$ cat config.mk
export PLATFORM = sky130hd
export DESIGN_NAME = spi_slave_flat
export DESIGN_NICKNAME = d
export VERILOG_FILES = /design/src/rtl/spi_slave_if.sv /design/src/rtl/spi_slave.sv /design/src/flat_wrapper.sv
export SDC_FILE = /design/constraint.sdc
export NUM_CORES = 1
export LEC_CHECK = 0
export CORE_ASPECT_RATIO = 1.5
export CORE_MARGIN = 4
export CORE_UTILIZATION = 41
export DETAILED_ROUTE_END_ITERATION = 10
export HOLD_SLACK_MARGIN = 0.1
export REMOVE_ABC_BUFFERS = 1
export SLEW_MARGIN = 20
export SYNTH_ARGS = -nofsm -noshare
export SYNTH_HDL_FRONTEND = slang
export SYNTH_SLANG_ARGS = --single-unit
$ cat constraint.sdc
create_clock -name aclk -period 2.2 [get_ports aclk]
set_input_delay 0.22 -clock aclk [delete_from_list [all_inputs] [get_ports aclk]]
set_output_delay 0.22 -clock aclk [all_outputs]
set_load 0.1 [all_outputs]
$ cat src/rtl/spi_slave_if.sv
// spi_slave_if: SPI pins plus AXI-Stream TX/RX channels of spi_slave
//   spi_clk, spi_cs, spi_mosi : from the SPI master (cs active low)
//   spi_miso, spi_miso_oe     : to the SPI master
//   s_axis_*                  : TX words from the fabric
//   m_axis_*                  : RX words to the fabric
interface spi_slave_if #(
    parameter int DATA_WIDTH = 8
);
    logic                  spi_clk;
    logic                  spi_cs;
    logic                  spi_mosi;
    logic                  spi_miso;
    logic                  spi_miso_oe;
    logic [DATA_WIDTH-1:0] s_axis_tdata;
    logic                  s_axis_tvalid;
    logic                  s_axis_tready;
    logic [DATA_WIDTH-1:0] m_axis_tdata;
    logic                  m_axis_tvalid;
    logic                  m_axis_tready;

    modport slave (
        input  spi_clk, spi_cs, spi_mosi, s_axis_tdata, s_axis_tvalid, m_axis_tready,
        output spi_miso, spi_miso_oe, s_axis_tready, m_axis_tdata, m_axis_tvalid
    );

    modport master (
        output spi_clk, spi_cs, spi_mosi, s_axis_tdata, s_axis_tvalid, m_axis_tready,
        input  spi_miso, spi_miso_oe, s_axis_tready, m_axis_tdata, m_axis_tvalid
    );
endinterface

$ cat src/rtl/spi_slave.sv
// spi_slave: SPI responder oversampled on aclk, LSB-first words exchanged over AXI-Stream
//   aclk, aresetn      : system clock, asynchronous active-low reset
//   bus                : SPI pins and TX (s_axis_*) / RX (m_axis_*) streams
//   busy               : frame in progress
//   overrun, underrun  : one-cycle pulses for a dropped RX word / a TX load from an empty holding register
module spi_slave #(
    parameter int   DATA_WIDTH  = 8,
    parameter logic CPOL        = 1'b0,
    parameter logic CPHA        = 1'b0,
    parameter int   SYNC_STAGES = 2
) (
    input  logic       aclk,
    input  logic       aresetn,
    spi_slave_if.slave bus,
    output logic       busy,
    output logic       overrun,
    output logic       underrun
);
    localparam int CW = $clog2(DATA_WIDTH);

    typedef enum logic {IDLE, ACTIVE} state_t;

    state_t                state, state_next;
    logic [SYNC_STAGES-1:0] sclk_sync, cs_sync, mosi_sync;
    logic                  sclk_q, cs_q, sclk_s, cs_s, mosi_s;
    logic                  rise, fall, sample_edge, shift_edge, cs_fall;
    logic                  sample, shift, shift_ev, load, done;
    logic                  first, hold_full, rx_valid;
    logic [CW-1:0]         cnt;
    logic [DATA_WIDTH-1:0] hold, tx_shift, rx_shift, rx_word, rx_data;

    assign sclk_s  = sclk_sync[SYNC_STAGES-1];
    assign cs_s    = cs_sync[SYNC_STAGES-1];
    assign mosi_s  = mosi_sync[SYNC_STAGES-1];
    assign rise    = sclk_s & ~sclk_q;
    assign fall    = ~sclk_s & sclk_q;
    // CPOL^CPHA selects which physical edge samples; the other one shifts
    assign sample_edge = (CPOL ^ CPHA) ? fall : rise;
    assign shift_edge  = (CPOL ^ CPHA) ? rise : fall;
    assign cs_fall = cs_q & ~cs_s;
    assign rx_word = {mosi_s, rx_shift[DATA_WIDTH-1:1]};
    assign done    = sample && cnt == CW'(DATA_WIDTH - 1);
    // a shift edge at bit 0 starts a new word: load, except the very first one of a frame
    assign shift   = shift_ev && cnt != '0;

    assign busy              = state == ACTIVE;
    assign bus.spi_miso      = tx_shift[0];
    assign bus.spi_miso_oe   = busy;
    assign bus.s_axis_tready = !hold_full;
    assign bus.m_axis_tdata  = rx_data;
    assign bus.m_axis_tvalid = rx_valid;

    // CS resets low so a frame already running at reset release is ignored until CS is seen high
    always_ff @(posedge aclk or negedge aresetn) begin
        if (!aresetn) begin
            sclk_sync <= {SYNC_STAGES{CPOL}};
            cs_sync   <= '0;
            mosi_sync <= '0;
            sclk_q    <= CPOL;
            cs_q      <= 1'b0;
        end else begin
            sclk_sync <= {sclk_sync[SYNC_STAGES-2:0], bus.spi_clk};
            cs_sync   <= {cs_sync[SYNC_STAGES-2:0], bus.spi_cs};
            mosi_sync <= {mosi_sync[SYNC_STAGES-2:0], bus.spi_mosi};
            sclk_q    <= sclk_s;
            cs_q      <= cs_s;
        end
    end

    always_ff @(posedge aclk or negedge aresetn) begin
        if (!aresetn) state <= IDLE;
        else          state <= state_next;
    end

    always_comb begin
        state_next = state;
        load       = 1'b0;
        sample     = 1'b0;
        shift_ev   = 1'b0;
        if (cs_s) begin
            state_next = IDLE;
        end else if (state == IDLE) begin
            state_next = cs_fall ? ACTIVE : IDLE;
            load       = cs_fall;
        end else begin
            sample   = sample_edge;
            shift_ev = shift_edge;
            load     = shift_edge && cnt == '0 && !first;
        end
    end

    always_ff @(posedge aclk or negedge aresetn) begin
        if (!aresetn) begin
            cnt       <= '0;
            first     <= 1'b0;
            rx_shift  <= '0;
            tx_shift  <= '0;
            hold      <= '0;
            hold_full <= 1'b0;
            rx_data   <= '0;
            rx_valid  <= 1'b0;
            overrun   <= 1'b0;
            underrun  <= 1'b0;
        end else begin
            cnt   <= (state_next == IDLE || done) ? '0 : sample ? cnt + 1'b1 : cnt;
            first <= (state == IDLE) ? 1'b1 : shift_ev ? 1'b0 : first;
            if (sample) rx_shift <= rx_word;
            if (load) tx_shift <= hold_full ? hold : '0;
            else if (shift) tx_shift <= tx_shift >> 1;
            if (bus.s_axis_tvalid && !hold_full) begin
                hold      <= bus.s_axis_tdata;
                hold_full <= 1'b1;
            end else if (load) begin
                hold_full <= 1'b0;
            end
            underrun <= load && !hold_full;
            overrun  <= done && rx_valid && !bus.m_axis_tready;
            if (done && (!rx_valid || bus.m_axis_tready)) begin
                rx_data  <= rx_word;
                rx_valid <= 1'b1;
            end else if (bus.m_axis_tready) begin
                rx_valid <= 1'b0;
            end
        end
    end
endmodule
$ cat src/flat_wrapper.sv
// flat-port wrapper written by rule: the top's interface ports become plain ports
module spi_slave_flat 
#(
    parameter int   DATA_WIDTH  = 8,
    parameter logic CPOL        = 1'b0,
    parameter logic CPHA        = 1'b0,
    parameter int   SYNC_STAGES = 2
)
  (aclk, aresetn, busy, overrun, underrun, bus_spi_clk, bus_spi_cs, bus_spi_mosi, bus_s_axis_tdata, bus_s_axis_tvalid, bus_m_axis_tready, bus_spi_miso, bus_spi_miso_oe, bus_s_axis_tready, bus_m_axis_tdata, bus_m_axis_tvalid);
  spi_slave_if #(.DATA_WIDTH(DATA_WIDTH)) bus_i ();
  input  logic aclk;
  input  logic aresetn;
  output logic busy;
  output logic overrun;
  output logic underrun;
  input wire logic [$bits(bus_i.spi_clk)-1:0] bus_spi_clk;
  input wire logic [$bits(bus_i.spi_cs)-1:0] bus_spi_cs;
  input wire logic [$bits(bus_i.spi_mosi)-1:0] bus_spi_mosi;
  input wire logic [$bits(bus_i.s_axis_tdata)-1:0] bus_s_axis_tdata;
  input wire logic [$bits(bus_i.s_axis_tvalid)-1:0] bus_s_axis_tvalid;
  input wire logic [$bits(bus_i.m_axis_tready)-1:0] bus_m_axis_tready;
  output wire logic [$bits(bus_i.spi_miso)-1:0] bus_spi_miso;
  output wire logic [$bits(bus_i.spi_miso_oe)-1:0] bus_spi_miso_oe;
  output wire logic [$bits(bus_i.s_axis_tready)-1:0] bus_s_axis_tready;
  output wire logic [$bits(bus_i.m_axis_tdata)-1:0] bus_m_axis_tdata;
  output wire logic [$bits(bus_i.m_axis_tvalid)-1:0] bus_m_axis_tvalid;
  assign bus_i.spi_clk = bus_spi_clk;
  assign bus_i.spi_cs = bus_spi_cs;
  assign bus_i.spi_mosi = bus_spi_mosi;
  assign bus_i.s_axis_tdata = bus_s_axis_tdata;
  assign bus_i.s_axis_tvalid = bus_s_axis_tvalid;
  assign bus_i.m_axis_tready = bus_m_axis_tready;
  assign bus_spi_miso = bus_i.spi_miso;
  assign bus_spi_miso_oe = bus_i.spi_miso_oe;
  assign bus_s_axis_tready = bus_i.s_axis_tready;
  assign bus_m_axis_tdata = bus_i.m_axis_tdata;
  assign bus_m_axis_tvalid = bus_i.m_axis_tvalid;
  spi_slave #(.DATA_WIDTH(DATA_WIDTH), .CPOL(CPOL), .CPHA(CPHA), .SYNC_STAGES(SYNC_STAGES)) u_core (.aclk(aclk), .aresetn(aresetn), .bus(bus_i), .busy(busy), .overrun(overrun), .underrun(underrun));
endmodule
After elaboration in Yosys (flattened, before gate mapping)
Cells that the tools add are included.

Bits in registers: 49. Input port bits: 15. Output and inout bits: 15. Logic and storage cells: 67.

Add/sub/neg operators: 1. Equal/unequal tests: 2. Muxes and demuxes: 20. Bitwise gates (word level): 7. Reduce and logical (&&, ||, !) cells: 21.

Operators with widths (count): $mux W8 (3); $mux W1 (15); $logic_and A1 B1 Y1 (9); $reduce_bool A2 Y1 (4); $mux W3 (2); $logic_not A1 Y1 (4); $not A1 Y1 (4); $add A3 B1 Y3 const B (1); $and A1 B1 Y1 (3); $eq A3 B3 Y1 const B (1); $logic_not A3 Y1 (1); $reduce_bool A3 Y1 (1); $logic_or A1 B1 Y1 (2); $ne A2 B2 Y1 const B (1).

Logic depth before layout (Yosys ltp)
Depth after elaboration: 8. Mapped depth: 7. Depth with buffers taken out: 6.

Worst setup path after synthesis
No wires, ideal clock.

Path type: reg-to-reg. Start: register u_core.state, in the netlist u_core.bus.spi_miso_oe. End: register u_core.tx_shift[0]. Setup time: 0.127 ns. Data arrival time: 2.043 ns. Data required time: 2.073 ns. Slack: 0.030 ns. Cell stages (with the launch flop): 5. Buffers on the path: 0. Period minus slack after synthesis: 2.170 ns. Cell sequence: dfrtp_1 -> inv_2 -> nor4b_4 -> o21ba_4 -> a221o_1.

Word-level cells in the longest chain between the ends: 4. Elaborated cells on any way between the ends: 7. Those cells by class: 5 x mux; 2 x reduce/logical.

Ends and longest elaborated chain: start: declaration (line spi_slave.sv:23) `state_t state, state_next;`; start signal: assignment (line spi_slave.sv:72) `else state <= state_next;`; $mux W1 (line spi_slave.sv:82) `end else if (state == IDLE) begin`; $mux W1 (line spi_slave.sv:80) `if (cs_s) begin`; $logic_and A1 B1 Y1 (line spi_slave.sv:44) `assign shift = shift_ev && cnt != '0;`; $reduce_bool A2 Y1 (no line); end signal: assignment (line spi_slave.sv:108) `if (load) tx_shift <= hold_full ? hold : '0;`; end signal: assignment (line spi_slave.sv:109) `else if (shift) tx_shift <= tx_shift >> 1;`; end: declaration (line spi_slave.sv:30) `logic [DATA_WIDTH-1:0] hold, tx_shift, rx_shift, rx_word, rx_data;`.

Parallel ways exist; a longest one is shown, timed or not. A chain may end at the register's enable or synchronous reset.

Worst setup path after layout
Start: register u_core.cnt[0]. End: register u_core.tx_shift[3].

Word-level cells in the longest chain between the ends: 6. Elaborated cells on any way between the ends: 9. Those cells by class: 3 x mux; 6 x reduce/logical.

Ends and longest elaborated chain: start: declaration (line spi_slave.sv:29) `logic [CW-1:0] cnt;`; start signal: assignment (line spi_slave.sv:105) `cnt <= (state_next == IDLE || done) ? '0 : sample ? cnt + 1'b1 : cnt;`; $logic_not A3 Y1 (line spi_slave.sv:88) `load = shift_edge && cnt == '0 && !first;`; $logic_and A1 B1 Y1 (2 in a row) (line spi_slave.sv:88); $mux W1 (line spi_slave.sv:82); $mux W1 (line spi_slave.sv:80); $mux W8 / $reduce_bool A2 Y1 (equally long branches).

Parallel ways exist; a longest one is shown, timed or not.

==> flow_summary.yaml <==
die:
  initial_core_util_pct: 42.2
  core_area_sq_um: 4500
  die_h_um: 91.4
  num_io_pins: 30
  die_area_sq_um: 5810
  die_w_um: 63.6
  core.rowCount: 30
worst_hold_path:
  hold_path.class: "reg2reg"
setup_path:
  critPathMaxStageDelay_ns: 0.41
  crit_type: "reg2reg"
  cp.arrival_ns: 1.93
  cp-start-kind: "flop"
  end_kind: "flop"
  cp_slowest_cell: "dfrtp_1"
  critPathMaxFanout: 7
  critical_path_required_ns: 2.38
  path_cells: "inv_1, ha_1, nand2b_1, o31a_1, o21ba_4, a221o_1"
layout:
  mostFrequentLayoutCell: "dfrtp_1"
  drive_gt1_share_pct: 32.4
  final_cell_mix: "48 x dfrtp_1, 23 x mux2_2, 18 x buf_4"
  utilization_pct: 52.5
  final_cells: 221
  insertedDiodeCount: 0
  areaGrowthSynthToFinish_pct: 24.4
  fin_area_sq_um: 2360
  num-nets-final: 190
clocking:
  cts_made_buffers: 5
  tritoncts: "done"
  clockBufferDepth: 2
  clock_latency_ns: 0.30
  root_buffer: "clkbuf_8"
  ctsResizeCount: 0
  cts.htree.levels: 2
  clk_pin_slew_worst_paths_ns: 0.09
  cts.sinks: 48
  post_cts_buffers: 0
route:
  wire_per_inst_um: 13.8
  first_iter_violations: 18
  final_antenna_net_count: 0
  vias: 1121
  firstDrtPassIters: 2
  postRouteWirelength_mm: 3.06
  route.detailed.drc: 0
  vias_per_cell: 5.07
logic_synthesis:
  avgSynthCellArea_sq_um: 13.9
  seq_area_frac_synth_pct: 63.2
  syn_area_sq_um: 1900
  ys_ff_latch: 48
  syn_inst: 137
  synth_warnings: 0
  ys_types: 26
timing:
  relSlewSlack_pct: 65.3
  finalHoldViolCount: 0
  rsz0062_at_grt: "no"
  tightestPinTransition_ns: 0.521
  fmax_mhz: 572
  setup_tns_ns: 0
  min_period_ns: 1.75
  layout_worst_path_cycle_share_pct: 79.4
  setup-violations-final: 0
  clock-skew-final_ns: 0.00897
  drv_slew: 0
grt:
  grt_usage_pct: 11.8
  first_global_vias: 1179
  grt_overflow: 0
  grt_pass1_wl_mm: 5.36
  antenna_found_initial: 0
  grt_max_degree: 27
run_status:
  status: "complete, no violations"
power_and_ir_drop:
  ir_drop_mv: 0.452
  p_per_area_nw_per_um2: 970
  leakage_uw: 0.00113
  power.total_uw: 2290
job:
  drv_cap: 0
placed_design:
  placed_area_sq_um: 2230
  gp_congestion: 0.695
  dp_hpwl_mm: 2.35
  portBuffers: 29
  dp.cells: 212
final timing paths:
kind	startpoint	to	slack, ns	cells after the start
setup / recovery	u_core.cnt[0]	u_core.tx_shift[3]	0.45	6
max in group asynchronous	aresetn	u_core.sclk_q	1.25	3
min in group asynchronous	aresetn	u_core.bus.m_axis_tdata[5]	0.43	2
hold reg to reg	u_core.sclk_sync[0]	u_core.sclk_sync[1]	0.36	0
hold / removal	u_core.sclk_sync[0]	u_core.sclk_sync[1]	0.36	0
setup reg to reg	u_core.cnt[0]	u_core.tx_shift[3]	0.45	6
cells in the mapped netlist, drive strengths merged:
master,number,share of area [%]
nor4bb,1,0.53
nand2b,7,2.3
dfrtp,48,63
nand3,6,1.8
nand2,6,1.2
nor4b,1,1.3
o21bai,1,0.40
a21oi,3,0.79
nand3b,2,0.79
a21o,1,0.40
nor2,10,2.0
ha,3,2.0
mux2,23,14
clkbuf,3,0.66
inv,5,0.99
o21ba,1,0.86
a221o,5,2.6
mux2i,5,2.6
nor2b,1,0.33
o31a,1,0.46
o21ai,1,0.26
buf,3,0.92
routing by layer:
layer  track usage [%]  vias to the layer above  wire length [um]  part of all wire, %
li1                  -                      541                 -                    -
met1              13.3                      546              1230                   40
met2              20.3                       28              1640                   54
met3              3.84                        6               135                  4.4
met4              4.86                        0                52                  1.7
met5                 0                        -                 0                    0
worst max-delay path: cells and delay by family (launching register included):
family | cells | cell delay [ns]
compound gates | 3 | 0.91
flops | 1 | 0.41
fa+ha+maj | 1 | 0.15
buf+inv | 1 | 0.09
simple gates | 1 | 0.07
power breakdown:
group	total [uW]	switching (uW)	leakage [uW]	internal [uW]
logic	450	249	0.000457	201
clock network	675	275	0.0000645	401
registers	1170	115	0.000612	1050
total	2290	639	0.00113	1650
stage by stage:
step                      setup WS (ns)  hold WS (ns)
final                             0.452         0.356
after detailed placement          0.460         0.228
after global routing              0.339         0.341
after CTS                         0.447         0.349
after global placement            0.533         0.224
after floorplan                   -1.68       -0.0756
sequential cells by signal (all words and copies together), names as in the netlist:
register and count:
u_core.bus.spi_miso_oe 1, u_core.hold 8, u_core.cnt 3, u_core.overrun 1, u_core.sclk_sync 2, u_core.bus.m_axis_tdata 8
u_core.underrun 1, u_core.cs_sync 2, u_core.rx_shift 7, u_core.mosi_sync 2, u_core.cs_q 1, u_core.sclk_q 1
u_core.bus.m_axis_tvalid 1, u_core.tx_shift 8, u_core.hold_full 1, u_core.first 1
cells by family after synthesis:
| kind of cell | after synthesis | synth area share (%) |
|---|---|---|
| AND/OR/NAND/NOR | 34 | 10.2 |
| flip-flops | 48 | 63.2 |
| buffers and inverters | 11 | 2.57 |
| AO/OA/AOI/OAI | 13 | 5.79 |
| adder cells (fa/ha/maj) | 3 | 1.98 |
| multiplexers | 28 | 16.3 |
final cells by class:
| type | count | area, sq um |
|---|---|---|
| Fill cell | 414 | 2140 |
| Sequential cell | 48 | 1200 |
| Multi-Input combinational cell | 78 | 657 |
| Timing Repair Buffer | 34 | 300 |
| Clock buffer | 7 | 96.3 |
| Tap cell | 48 | 60.1 |
| Clock inverter | 1 | 30.0 |
| Inverter | 5 | 18.8 |
timing repair:
| action | CTS | global route |
|---|---|---|
| setup endpoints to repair | 0 | 0 |
| endpoints found under the hold margin | 22 | 0 |
| hold buffers | 1 | 0 |
Note: power is estimated with default switching activity, not from simulation.
